File: src/rtl/issue_ibuffer_if.sv
// issue_ibuffer_if: decode-to-buffer and buffer-to-scoreboard signal bundle.
//   dec_valid/dec_wid/dec_data/dec_ready : one decoded instruction per cycle,
//                                          tagged with a slice-local warp index
//   out_valid/out_data/out_ready         : per-warp head-of-FIFO streams
//   ibuf_pop                             : per-warp dequeue pulse for credit return
// master = decode + scoreboard side, slave = the instruction buffer.
interface issue_ibuffer_if #(
  parameter int NUM_WARPS = 4,
  parameter int DATAW     = 128,
  parameter int WID_W     = (NUM_WARPS > 1) ? $clog2(NUM_WARPS) : 1
);
  logic                            dec_valid;
  logic [WID_W-1:0]                dec_wid;
  logic [DATAW-1:0]                dec_data;
  logic                            dec_ready;
  logic [NUM_WARPS-1:0]            out_valid;
  logic [NUM_WARPS-1:0][DATAW-1:0] out_data;
  logic [NUM_WARPS-1:0]            out_ready;
  logic [NUM_WARPS-1:0]            ibuf_pop;

  modport master (
    output dec_valid, dec_wid, dec_data, out_ready,
    input  dec_ready, out_valid, out_data, ibuf_pop
  );

  modport slave (
    input  dec_valid, dec_wid, dec_data, out_ready,
    output dec_ready, out_valid, out_data, ibuf_pop
  );
endinterface

File: src/rtl/issue_ibuffer.sv
// issue_ibuffer: per-warp instruction buffer for one issue slice.
// Decoded instructions are steered by dec_wid into one FIFO per warp; each
// warp's oldest entry is offered as an independent valid/ready stream.
// Ports:
//   clk, reset        : clock, synchronous active-high reset
//   bus (slave)       : decode input, per-warp head outputs, ibuf_pop pulses
//   perf_full_stalls  : cycles where decode was held off by a full warp FIFO

// One warp's FIFO. Push/pop legality is enforced by the parent: no push while
// full, no pop while empty.
module ibuf_warp_fifo #(
  parameter int DEPTH = 4,
  parameter int DATAW = 128
) (
  input  logic             clk,
  input  logic             reset,
  input  logic             push,
  input  logic [DATAW-1:0] push_data,
  input  logic             pop,
  output logic             full,
  output logic             empty,
  output logic [DATAW-1:0] head
);
  localparam int PTR_W = $clog2(DEPTH);
  localparam int CNT_W = $clog2(DEPTH + 1);

  logic [DEPTH-1:0][DATAW-1:0] mem;
  logic [PTR_W-1:0]            wr_ptr, rd_ptr;
  logic [CNT_W-1:0]            count;

  // Payload storage carries no reset; entries are only visible once counted.
  always_ff @(posedge clk) begin
    if (push) mem[wr_ptr] <= push_data;
  end

  // Pointers wrap modulo DEPTH by overflow (DEPTH is a power of two).
  always_ff @(posedge clk) begin
    if (reset) begin
      wr_ptr <= '0;
      rd_ptr <= '0;
      count  <= '0;
    end else begin
      if (push) wr_ptr <= wr_ptr + PTR_W'(1);
      if (pop)  rd_ptr <= rd_ptr + PTR_W'(1);
      case ({push, pop})
        2'b10:   count <= count + CNT_W'(1);
        2'b01:   count <= count - CNT_W'(1);
        default: ;
      endcase
    end
  end

  assign full  = (count == CNT_W'(DEPTH));
  assign empty = (count == '0);
  assign head  = mem[rd_ptr];
endmodule

module issue_ibuffer #(
  parameter int NUM_WARPS = 4,
  parameter int DEPTH     = 4,
  parameter int DATAW     = 128,
  parameter int CTR_W     = 44
) (
  input  logic             clk,
  input  logic             reset,
  issue_ibuffer_if.slave   bus,
  output logic [CTR_W-1:0] perf_full_stalls
);
  localparam int WID_W = (NUM_WARPS > 1) ? $clog2(NUM_WARPS) : 1;

  logic [NUM_WARPS-1:0]            full, empty, push, pop;
  logic [NUM_WARPS-1:0][DATAW-1:0] head;
  logic                            full_sel;

  // Full flag of the addressed warp. An out-of-range wid selects nothing;
  // that case is illegal and caught by the assertion below.
  always_comb begin
    full_sel = 1'b0;
    for (int w = 0; w < NUM_WARPS; w++)
      if (bus.dec_wid == WID_W'(w)) full_sel = full[w];
  end

  // Depends only on registered count and dec_wid: never on out_ready, so no
  // combinational path from consumer back to decode. A full warp stays
  // closed even if it pops this cycle.
  assign bus.dec_ready = ~reset & ~full_sel;

  // Heads are masked during reset so entries about to be discarded are
  // never handed out or credited back via ibuf_pop.
  assign bus.out_valid = ~empty & {NUM_WARPS{~reset}};
  assign pop           = bus.out_valid & bus.out_ready;
  assign bus.ibuf_pop  = pop;
  assign bus.out_data  = head;

  for (genvar w = 0; w < NUM_WARPS; w++) begin : g_warp
    assign push[w] = bus.dec_valid & bus.dec_ready & (bus.dec_wid == WID_W'(w));

    ibuf_warp_fifo #(
      .DEPTH (DEPTH),
      .DATAW (DATAW)
    ) u_fifo (
      .clk       (clk),
      .reset     (reset),
      .push      (push[w]),
      .push_data (bus.dec_data),
      .pop       (pop[w]),
      .full      (full[w]),
      .empty     (empty[w]),
      .head      (head[w])
    );
  end

  // Counts every cycle decode is held off; wraps at 2^CTR_W.
  always_ff @(posedge clk) begin
    if (reset)                        perf_full_stalls <= '0;
    else if (bus.dec_valid && full_sel) perf_full_stalls <= perf_full_stalls + CTR_W'(1);
  end

  wid_legal: assert property (@(posedge clk) disable iff (reset)
    bus.dec_valid |-> ({1'b0, bus.dec_wid} < (WID_W + 1)'(NUM_WARPS)));
endmodule

File: src/flat_wrapper.sv
// flat-port wrapper written by rule: the top's interface ports become plain ports
module issue_ibuffer_flat 
#(
  parameter int NUM_WARPS = 4,
  parameter int DEPTH     = 4,
  parameter int DATAW     = 128,
  parameter int CTR_W     = 44
)
  (clk, reset, perf_full_stalls, bus_dec_valid, bus_dec_wid, bus_dec_data, bus_out_ready, bus_dec_ready, bus_out_valid, bus_out_data, bus_ibuf_pop);
  issue_ibuffer_if #(.NUM_WARPS(NUM_WARPS), .DATAW(DATAW)) bus_i ();
  input  logic clk;
  input  logic reset;
  output logic [CTR_W-1:0] perf_full_stalls;
  input wire logic [$bits(bus_i.dec_valid)-1:0] bus_dec_valid;
  input wire logic [$bits(bus_i.dec_wid)-1:0] bus_dec_wid;
  input wire logic [$bits(bus_i.dec_data)-1:0] bus_dec_data;
  input wire logic [$bits(bus_i.out_ready)-1:0] bus_out_ready;
  output wire logic [$bits(bus_i.dec_ready)-1:0] bus_dec_ready;
  output wire logic [$bits(bus_i.out_valid)-1:0] bus_out_valid;
  output wire logic [$bits(bus_i.out_data)-1:0] bus_out_data;
  output wire logic [$bits(bus_i.ibuf_pop)-1:0] bus_ibuf_pop;
  assign bus_i.dec_valid = bus_dec_valid;
  assign bus_i.dec_wid = bus_dec_wid;
  assign bus_i.dec_data = bus_dec_data;
  assign bus_i.out_ready = bus_out_ready;
  assign bus_dec_ready = bus_i.dec_ready;
  assign bus_out_valid = bus_i.out_valid;
  assign bus_out_data = bus_i.out_data;
  assign bus_ibuf_pop = bus_i.ibuf_pop;
  issue_ibuffer #(.NUM_WARPS(NUM_WARPS), .DEPTH(DEPTH), .DATAW(DATAW), .CTR_W(CTR_W)) u_core (.clk(clk), .reset(reset), .bus(bus_i), .perf_full_stalls(perf_full_stalls));
endmodule
File: config.mk
export PLATFORM = sky130hd
export DESIGN_NAME = issue_ibuffer_flat
export DESIGN_NICKNAME = d
export VERILOG_FILES = /design/src/rtl/issue_ibuffer_if.sv /design/src/rtl/issue_ibuffer.sv /design/src/flat_wrapper.sv
export SDC_FILE = /design/constraint.sdc
export NUM_CORES = 1
export LEC_CHECK = 0
export CORE_ASPECT_RATIO = 1.4
export CORE_MARGIN = 4
export CORE_UTILIZATION = 25
export CTS_CLUSTER_DIAMETER = 200
export DETAILED_ROUTE_END_ITERATION = 6
export GPL_TIMING_DRIVEN = 0
export HOLD_SLACK_MARGIN = 0.12
export PLACE_DENSITY = 0.45
export SYNTH_ARGS = -nofsm -noshare
export SYNTH_HDL_FRONTEND = slang
export SYNTH_SLANG_ARGS = --single-unit
File: constraint.sdc
create_clock -name clk -period 10.34 [get_ports clk]
set_input_delay 3.102 -clock clk [delete_from_list [all_inputs] [get_ports clk]]
set_output_delay 3.102 -clock clk [all_outputs]
set_load 0.02 [all_outputs]
# ---- Word level (Yosys, flattened, before mapping)
# Index checks and enable logic that the tools add are counted.
dict set report word_totals {
  reg_bits 2120
  wordCells 126
  latchBits 0
  romBits 0
  n_memories 0
  ram_bits 0
  input_bits 137
}
dict set report classes {
  n_eq_ne 15
  muxes 28
  div 0
  n_lt_le_gt_ge 12
  n_mul 0
  shift 0
  n_reduce_logical 14
  add_sub_neg 17
  bitwise_logic 11
}
# cell count
set op_table {}
lappend op_table {{bitwise mux 512 bit} 4}
lappend op_table {{binary-select mux 128 bit (select 2 bit)} 4}
lappend op_table {{demux 128 bit (select 2 bit)} 4}
lappend op_table {{2-to-1 mux 128 bit} 8}
lappend op_table {{adder 44 x 1 -> 44 bit, second input constant} 1}
lappend op_table {{< comparator 2 x 3 -> 1 bit, second input constant} 8}
lappend op_table {{one-hot mux 3 bit (2 select lines)} 4}
lappend op_table {{adder 2 x 1 -> 2 bit, second input constant} 8}
lappend op_table {{adder 3 x 1 -> 3 bit, second input constant} 4}
lappend op_table {{== test 2 bit, second input constant} 6}
lappend op_table {{== test 3 bit, second input constant} 4}
lappend op_table {{zero test 3 bit} 4}
lappend op_table {{subtractor 3 x 1 -> 3 bit, second input constant} 4}
lappend op_table {{== test 2 x 1 -> 1 bit, second input constant} 5}
lappend op_table {{bitwise AND 4 bit} 2}
lappend op_table {{greater-or-equal comparator 2 x 1 -> 1 bit, second input constant} 4}
lappend op_table {{nonzero test 2 bit} 4}
lappend op_table {{bitwise AND 1 bit} 6}
lappend op_table {{logical AND 1 bit} 5}
lappend op_table {{2-to-1 mux 1 bit} 4}
lappend op_table {{inverter 4 bit} 1}
lappend op_table {{zero test 2 bit} 1}
lappend op_table {{inverter 1 bit} 2}

# ---- Depth between registers and ports, before layout
# Gate-level depths: netlist (run 1).
dict set report depth {
  depth_word 11
  ltp_mapped 10
  ltp_nobuf 9
}

# ---- Modules after synthesis
# Synthesis (run 1) repeated with hierarchy kept, for this count alone.
dict set report hier_totals {
  cells_unflattened 3112
  hier_area_um2 77605.7
}
# mod instances area_each_um2 cells_each
set by_module_without_submodules {}
lappend by_module_without_submodules {{ibuf_warp_fifo (u_core.g_warp[1].u_fifo ...)} 2 18861.8 712}
lappend by_module_without_submodules {{ibuf_warp_fifo (u_core.g_warp[0].u_fifo ...)} 2 18858.1 712}
lappend by_module_without_submodules {issue_ibuffer 1 2165.8 264}

# ---- Worst setup path after synthesis (run 1)
# No wires, ideal clock.
dict set report synth_path {
  path_kind {input port to flip-flop}
  start {in bus_dec_wid[0]}
  end {reg u_core.g_warp[1].u_fifo.mem[0] in the netlist's numbering (enable)}
  setup_time_ps 502
  stages 4
  setup_slack_ps 2586
  arrival_ps 7251
  path_cell_list {buf_6 -> and4bb_2 -> nor4b_1 -> and2_1}
}
dict set report synth_via {
  elab_chain_cells 9
  word_cells_on_any_way 12
}
# item line
set synth_rtl {}
lappend synth_rtl {{from (decl)} flat_wrapper.sv:15} ;# input wire logic [$bits(bus_i.dec_wid)-1:0] bus_dec_wid;
lappend synth_rtl {{zero test 2 bit} issue_ibuffer.sv:80} ;# if (bus.dec_wid == WID_W'(w)) full_sel = full[w];
lappend synth_rtl {{2-to-1 mux 1 bit (4 in series)} issue_ibuffer.sv:80}
lappend synth_rtl {{inverter 1 bit} issue_ibuffer.sv:86} ;# assign bus.dec_ready = ~reset & ~full_sel;
lappend synth_rtl {{bitwise AND 1 bit} issue_ibuffer.sv:86}
lappend synth_rtl {{bitwise AND 1 bit} issue_ibuffer.sv:96} ;# assign push[w] = bus.dec_valid & bus.dec_ready & (bus.dec_wid == WID_W'(w));
lappend synth_rtl {{bitwise AND 1 bit *} issue_ibuffer.sv:96}
lappend synth_rtl {{to (signal, indexed assignment)} issue_ibuffer.sv:33} ;# if (push) mem[wr_ptr] <= push_data;
lappend synth_rtl {{to (decl)} issue_ibuffer.sv:27} ;# logic [DEPTH-1:0][DATAW-1:0] mem;
# Mark *: on every way between the ends. The rest lies on a longest branch, timed or not.
# A chain may end at the register's enable or synchronous reset.

# ---- Worst setup path in the final report (run 1)
dict set report layout_path {
  start {in reset}
  end {out bus_dec_ready}
}
dict set report layout_via {
  elab_chain_cells 2
}
# item line
set layout_rtl {}
lappend layout_rtl {{from (decl)} flat_wrapper.sv:12} ;# input logic reset;
lappend layout_rtl {{inverter 1 bit} issue_ibuffer.sv:86}
lappend layout_rtl {{bitwise AND 1 bit} issue_ibuffer.sv:86}
lappend layout_rtl {{to (decl)} flat_wrapper.sv:18} ;# output wire logic [$bits(bus_i.dec_ready)-1:0] bus_dec_ready;
# No other way between the ends.

==> reports/qor.yml, run 1 <==
run_status:
  status: "complete, no violations"
place:
  dp_hpwl_um: 163400
  pre_cts_slack_ns: 1.492
  io_buffers: 699
  dpl.cell_count: 8028
  gp_congestion: 0.7353
clock_network:
  cts_resized: 0
  cts_tree: "built"
  htreeDepth: 4
  postCtsSetupRepairBufs: 0
  clk_pin_slew_ns: 0.06
  clock-sinks: 2120
  clockBufferDepth: 4
  postCtsHoldBufs: 0
  root_buffer: "clkbuf_16"
  numCtsBuffers: 220
  insertion_delay_ns: 0.91
floorplanning:
  die_area_sq_mm: 0.3192
  die_x_um: 478.6
  rows: 241
  coreArea_sq_mm: 0.3082
  start_util: 0.2515
  die_h_um: 666.9
  ios: 702
power:
  p_sw_mw: 3.752
  irDropWorstVdd_uv: 140.2
  leakage_nw: 29.34
  pwr-share-seq: 0.532
  power_mw: 17.80
  swShare: 0.2107
  clockPowerShare: 0.430
  p_comb_frac: 0.038
  power_density_mw_per_mm2: 181.5
  p_int_mw: 14.05
layout:
  multi_input_area_sq_mm: 0.01394
  area_growth_pct: 26.55
  ff_latch_area_sq_mm: 0.06294
  layoutNonFillerInstCount: 8424
  fin_nets: 4282
  drive_gt1_frac: 0.2180
  fillCellCount: 29690
  final_util: 0.3183
sta:
  hold_ws_ns: 0.5038
  setup_viol: 0
  fin_skew_ns: 0.05132
  drv_slew: 0
  post-route-period-util: 0.8477
  hold_viol: 0
  min_period_ns: 8.766
  setup_ws_ns: 1.574
  worstMarginPinSlew_ns: 1.315
  fmax_mhz: 114.1
  slew-limit-headroom: 0.1215
  rsz0062_at_grt: "no"
logic_synthesis:
  synth_cell_types: 53
  synth_flop_cell: "edfxtp_1"
  synth_fp_nets: 3303
  synthTopCellsByArea: "edfxtp_1 79%, mux4_2 15%, dfxtp_1 1.9%"
  ys_warn_count: 0
  yosysMostFrequentCell: "edfxtp_1"
  syn_area_per_cell_sq_um: 24.68
  synthArstFlopShare: 0
  synth_top_area_frac: 0.7934
  syn_inst: 3141
  synth_area_sq_mm: 0.07752
  yosys-top-cells-count: "2,048 x edfxtp_1, 512 x mux4_2, 72 x dfxtp_1, 68 x nor2_1, 67 x clkbuf_1"
  synth-edff-count: 2048
  synth_top_area_cell: "edfxtp_1"
  ys_ff_latch: 2120
  seq_area_frac_synth: 0.8119
global_route:
  grt_antenna_before_repair: 29
  grt_overflow: 0
  grt_first_pass_wirelength_um: 333300
  grt_usage: 0.1498
  grt_pass1_vias: 38670
  grt_max_degree: 41
setup_path:
  critPathRequiredTime_ns: 7.24
  startpoint_type: "input pin"
  path_common_cell: "clkbuf_1"
  critPathArrivalTime_ns: 5.66
  cp_slowest_stage_delay_ns: 0.62
  crit_fanout: 10
  cp_slowest_cell: "clkbuf_1"
  crit_type: "in2out"
  endpoint_kind: "output pin"
  path_cells: "clkbuf_1 -> clkbuf_1 -> clkbuf_1 -> clkbuf_1 -> a21oi_1 -> clkdlybuf4s50_1"
detailed_routing:
  drt_iter0_markers: 2508
  vias: 36510
  first_pass_iters: 5
  drc: 0
  routed_wl_um: 244800
  final_antenna_net_count: 0
  wl_per_cell_um: 29.06
  viasPerCell: 4.334
worst_hold_path:
  worstHoldPathType: "reg2reg"
flow_run:
  max_cap_viol_count: 0
==> cell type report <==
class	count	area share
flip-flops and latches	2120	0.6416
clock inverters	105	0.01010
inverters	32	0.001224
plain buffers	140	0.006173
repair buffers	757	0.08678
well taps	4131	0.05269
diodes	9	0.0002296
clock buffers	281	0.05909
multi-input cells	849	0.1421
==> kinds of logic after synthesis <==
kind of cell | share of synthesized area
multiplexers | 0.1497
XOR/XNOR | 0.005423
AO/OA/AOI/OAI | 0.006989
buffers and inverters | 0.009087
AND/OR/NAND/NOR | 0.01244
adder cells (fa/ha/maj) | 0.004423
flip-flops | 0.8119
==> sequential cells by signal, indices dropped and copies added (netlist names) <==
register and cells:
u_core.g_warp.u_fifo.count 12, u_core.g_warp.u_fifo.mem 2048, u_core.g_warp.u_fifo.rd_ptr 8, u_core.g_warp.u_fifo.wr_ptr 8, u_core.perf_full_stalls 44
==> final timing paths <==
| check | startpoint | to | slack, ns | depth (start not counted) |
|---|---|---|---|---|
| setup reg to reg | u_core.g_warp[3].u_fifo.count[0] | u_core.g_warp[3].u_fifo.mem[310] | 6.91 | 5 |
| setup / recovery | reset | bus_dec_ready | 1.57 | 6 |
| hold reg to reg | u_core.g_warp[1].u_fifo.count[2] | u_core.g_warp[1].u_fifo.count[2] | 0.50 | 2 |
| hold / removal | u_core.g_warp[1].u_fifo.count[2] | u_core.g_warp[1].u_fifo.count[2] | 0.50 | 2 |
==> per-stage QoR <==
step | cell area (sq um) | TNS [ns]
2_1_floorplan | 77520 | 0
3_3_place_gp | 89680 | -6521.05
3_5_place_dp | 91270 | 0
4_1_cts | 98050 | 0
5_1_grt | 98080 | 0
6_report | 98100 | 0
==> metal layers <==
layer / global-route usage / part of all wire
met2: 0.2715 / 0.53
met5: 0 / 0.00031
met1: 0.1788 / 0.39
met3: 0.03788 / 0.059
met4: 0.03187 / 0.020
==> cells in the final DEF (no fill, tap or decap), drive strengths merged, types with 3 or more instances in the layout <==
cell type	Yosys	layout
edfxtp	2048	2048
clkdlybuf4s50	0	699
mux4	512	512
clkbuf	68	349
buf	72	130
clkinv	0	79
dfxtp	72	72
nor2	68	68
inv	32	38
xnor2	25	25
a21oi	24	24
xor2	23	23
ha	21	21
and2	20	20
nand2	19	19
bufinv	0	15
nand4	13	13
o21ai	12	12
nand3	11	11
or3	10	10
diode	0	9
o2111ai	8	8
and3	8	8
a2111oi	8	8
nor3	6	6
a21o	6	6
a211oi	6	6
mux2i	5	5
clkinvlp	0	5
nor3b	4	4
nor4b	4	4
and4	4	4
o211ai	4	4
fa	4	4
nor2b	3	3
nor4	3	3
==> power groups by stage <==
stage | clock network (mW) | registers [mW] | logic [mW]
finish | 7.66 | 9.48 | 0.668
global placement | 0 | 9.68 | 0.669
CTS | 7.93 | 9.48 | 0.694
global route | 8.26 | 9.48 | 0.716
detailed placement | 0 | 9.66 | 0.692
floorplan | 0 | 9.66 | 0.257
==> critical path, delay by kind of cell <==
| kind | cells | cell delay, ns |
|---|---|---|
| AO/OA/AOI/OAI | 1 | 0.08 |
| buffers and inverters | 5 | 2.47 |
(Power assumes the default switching activity.)
==> run 2: changes to the inputs <==
- clock period: 10.34 -> 8.1 ns (I/O delays scaled with it)
==> results of run 2 <==
Same layout as run 1 (identical final DEF). Status: complete, no violations.
Main changes from that run: setup slack after placement 1.492 ns -> 0.5962 ns; setup slack after layout 1.574 ns -> 0.6783 ns; register-to-register setup slack 6.91 ns -> 4.67 ns; total power 17.80 mW -> 22.73 mW; worst IR drop on VDD 140.2 uV -> 179.0 uV
==> run 3: changes to the inputs <==
- CORE_MARGIN: 4 -> not set
==> run 3 against run 2 <==
  * Fmax is 0.24% higher
  * Critical endpoint unchanged
  * Cell count is 0.15% higher
  * Via count hardly changed
  * Clock power hardly changed
  * Wire length is 0.94% lower
  * Hold slack better by 0.0026 ns
  * Critical path depth stayed put
  * Utilization is 0.090 points higher
  * Die area is 2.1% lower
  * Global-route usage is 0.27 points higher
==> reports/qor.yml, run 3 (synthesis results as in run 1) <==
layout:
  fin_nets: 4285  # +0.070%
  final_util: 0.3192  # +0.0009010
  drive_gt1_frac: 0.2206  # +0.002598
  area_growth_pct: 26.90
  largestRegisters: "u_core.g_warp.u_fifo.mem (2048), u_core.perf_full_stalls (44), u_core.g_warp.u_fifo.count (12)"
  layoutNonFillerInstCount: 8437  # +0.15%
  largest_register_ff_count: 2048  # unchanged
  final_common_cell: "edfxtp_1"
  top_register: "u_core.g_warp.u_fifo.mem"
  final_cell_area_sq_mm: 0.09837  # +0.28%
  mostFrequentLayoutCells: "2,048 x edfxtp_1, 699 x clkdlybuf4s50_1, 512 x mux4_2"
detailed_routing:
  drc: 0  # unchanged
  viasPerCell: 4.324  # -0.22%
  routed_wl_um: 242500  # -0.94%
  vias: 36480  # -0.068%
  first_pass_iters: 5  # unchanged
  wl_per_cell_um: 28.74  # -1.1%
  final_antenna_net_count: 0  # unchanged
  drt_iter0_markers: 2604  # +3.8%
clock_network:
  clk_pin_slew_ns: 0.06  # about the same
  htreeDepth: 4  # unchanged
  postCtsHoldBufs: 0  # unchanged
  clockBufferDepth: 4  # unchanged
  postCtsSetupRepairBufs: 0  # unchanged
  cts_tree: "built"
  root_buffer: "clkbuf_16"
  clock-sinks: 2120  # unchanged
  numCtsBuffers: 222  # +0.91%
  insertion_delay_ns: 0.87  # -0.04 ns
  cts_resized: 0  # unchanged
sta:
  setup_tns_ns: 0  # unchanged
  drv_slew: 0  # unchanged
  slew-limit-headroom: 0.1059  # -0.01565
  hold_viol: 0  # unchanged
  setup_viol: 0  # unchanged
  post-route-period-util: 0.9141
  min_period_ns: 7.404
  fmax_mhz: 135.1
  rsz0062_at_grt: "no"
  fin_skew_ns: 0.05188  # +0.0005675 ns
  setup_ws_ns: 0.6959
  worstMarginPinSlew_ns: 1.341  # +0.02631 ns
floorplanning:
  ios: 702  # unchanged
  start_util: 0.2515  # unchanged
  rows: 241  # unchanged
  die_h_um: 660.9  # -0.90%
  die_area_sq_mm: 0.3123  # -2.1%
  die_x_um: 472.6  # -1.3%
  coreArea_sq_mm: 0.3082  # unchanged
place:
  io_buffers: 699  # unchanged
  dp_hpwl_um: 159900  # -2.2%
  dpl.cell_count: 8030  # +0.025%
  pre_cts_slack_ns: 0.6640
  gp_congestion: 0.7431  # +1.1%
  placed_area_sq_mm: 0.09130  # about the same
setup_path:
  critPathArrivalTime_ns: 4.97
  endpoint_kind: "output pin"
  path_common_cell: "clkbuf_1"
  cp_slowest_cell: "clkdlybuf4s50_1"
  r2r_setup_slack_ns: 4.72
  cp_slowest_stage_delay_ns: 0.65  # +0.03 ns
  crit_fanout: 10  # unchanged
  critPathRequiredTime_ns: 5.67
  startpoint_type: "input pin"
  crit_type: "in2out"
  path_cells: "clkbuf_1 -> clkbuf_1 -> clkbuf_1 -> clkbuf_1 -> a21oi_1 -> clkdlybuf4s50_1"
global_route:
  grt_usage: 0.1525  # +0.002690
  grt_overflow: 0  # unchanged
  grt_antenna_before_repair: 25  # -14%
  grt_max_degree: 41  # unchanged
  grt_pass1_vias: 39100  # +1.1%
  grt_first_pass_wirelength_um: 329500  # -1.2%
power:
  pwr-share-seq: 0.524  # -0.008
  p_sw_mw: 4.912
  clockPowerShare: 0.439  # +0.009
  swShare: 0.2129
  p_int_mw: 18.16
  p_comb_frac: 0.037  # about the same
  irDropWorstVdd_uv: 195.7
  power_density_mw_per_mm2: 234.6
  leakage_nw: 29.47  # +0.44%
worst_hold_path:
  worstHoldPathType: "reg2reg"
flow_run:
  max_cap_viol_count: 0  # unchanged
run_status:
  status: "complete, no violations"
==> run 3: cell count changes in the layout (fill, tap and decap cells not counted), moves of 2 or more <==
cell	previous run	this run
clkinv_2	30	34
clkbuf_1	112	106
inv_6	2	6
clkinv_4	3	0
clkinvlp_4	5	7
clkinv_1	43	48
bufinv_16	15	21
==> run 3: per-stage QoR <==
step / hold slack [ns] / power (mW)
finish: 0.5064 / 23.07
CTS: 0.5070 / 23.44
floorplan: 0.4668 / 12.66
detailed placement: 0.4990 / 13.21
global route: 0.5377 / 23.82
global placement: 0.4874 / 13.20
==> run 3: power groups by stage <==
| stage | Sequential, mW | Clock, mW | Combinational, mW |
|---|---|---|---|
| floorplan | 12.3 | 0 | 0.327 |
| global placement | 12.4 | 0 | 0.847 |
| detailed placement | 12.3 | 0 | 0.879 |
| CTS | 12.1 | 10.5 | 0.882 |
| global route | 12.1 | 10.8 | 0.909 |
| finish | 12.1 | 10.1 | 0.849 |
==> run 3: final timing paths <==
check                                    from                         endpoint  depth (start not counted)
max                                     reset                    bus_dec_ready                          6
min               u_core.perf_full_stalls[40]      u_core.perf_full_stalls[40]                          2
max reg2reg  u_core.g_warp[3].u_fifo.count[0]  u_core.g_warp[3].u_fifo.mem[40]                          5
min reg2reg       u_core.perf_full_stalls[40]      u_core.perf_full_stalls[40]                          2
==> run 3: metal layers <==
metal,global-route usage,up-vias,routed length [um]
met5,0,-,113
met3,0.03881,301,15250
met2,0.2766,926,127700
met4,0.03794,18,5781
met1,0.1778,19890,93640
li1,-,15350,-
==> run 3: cell type report <==
cell class              instances  area, sq um
well taps                    4131         5169
inverters                      32        120.1
flip-flops and latches       2120        62940
repair buffers                758         8536
fillers                     29530       209800
multi-input cells             849        13940
clock inverters               124         1254
clock buffers                 274         5792
diodes                          9        22.52
plain buffers                 140        603.1
==> run 3: worst max-delay path: cells and delay by family <==
kind / cells / cell delay (ns)
compound gates: 1 / 0.09
buf+inv: 5 / 2.44
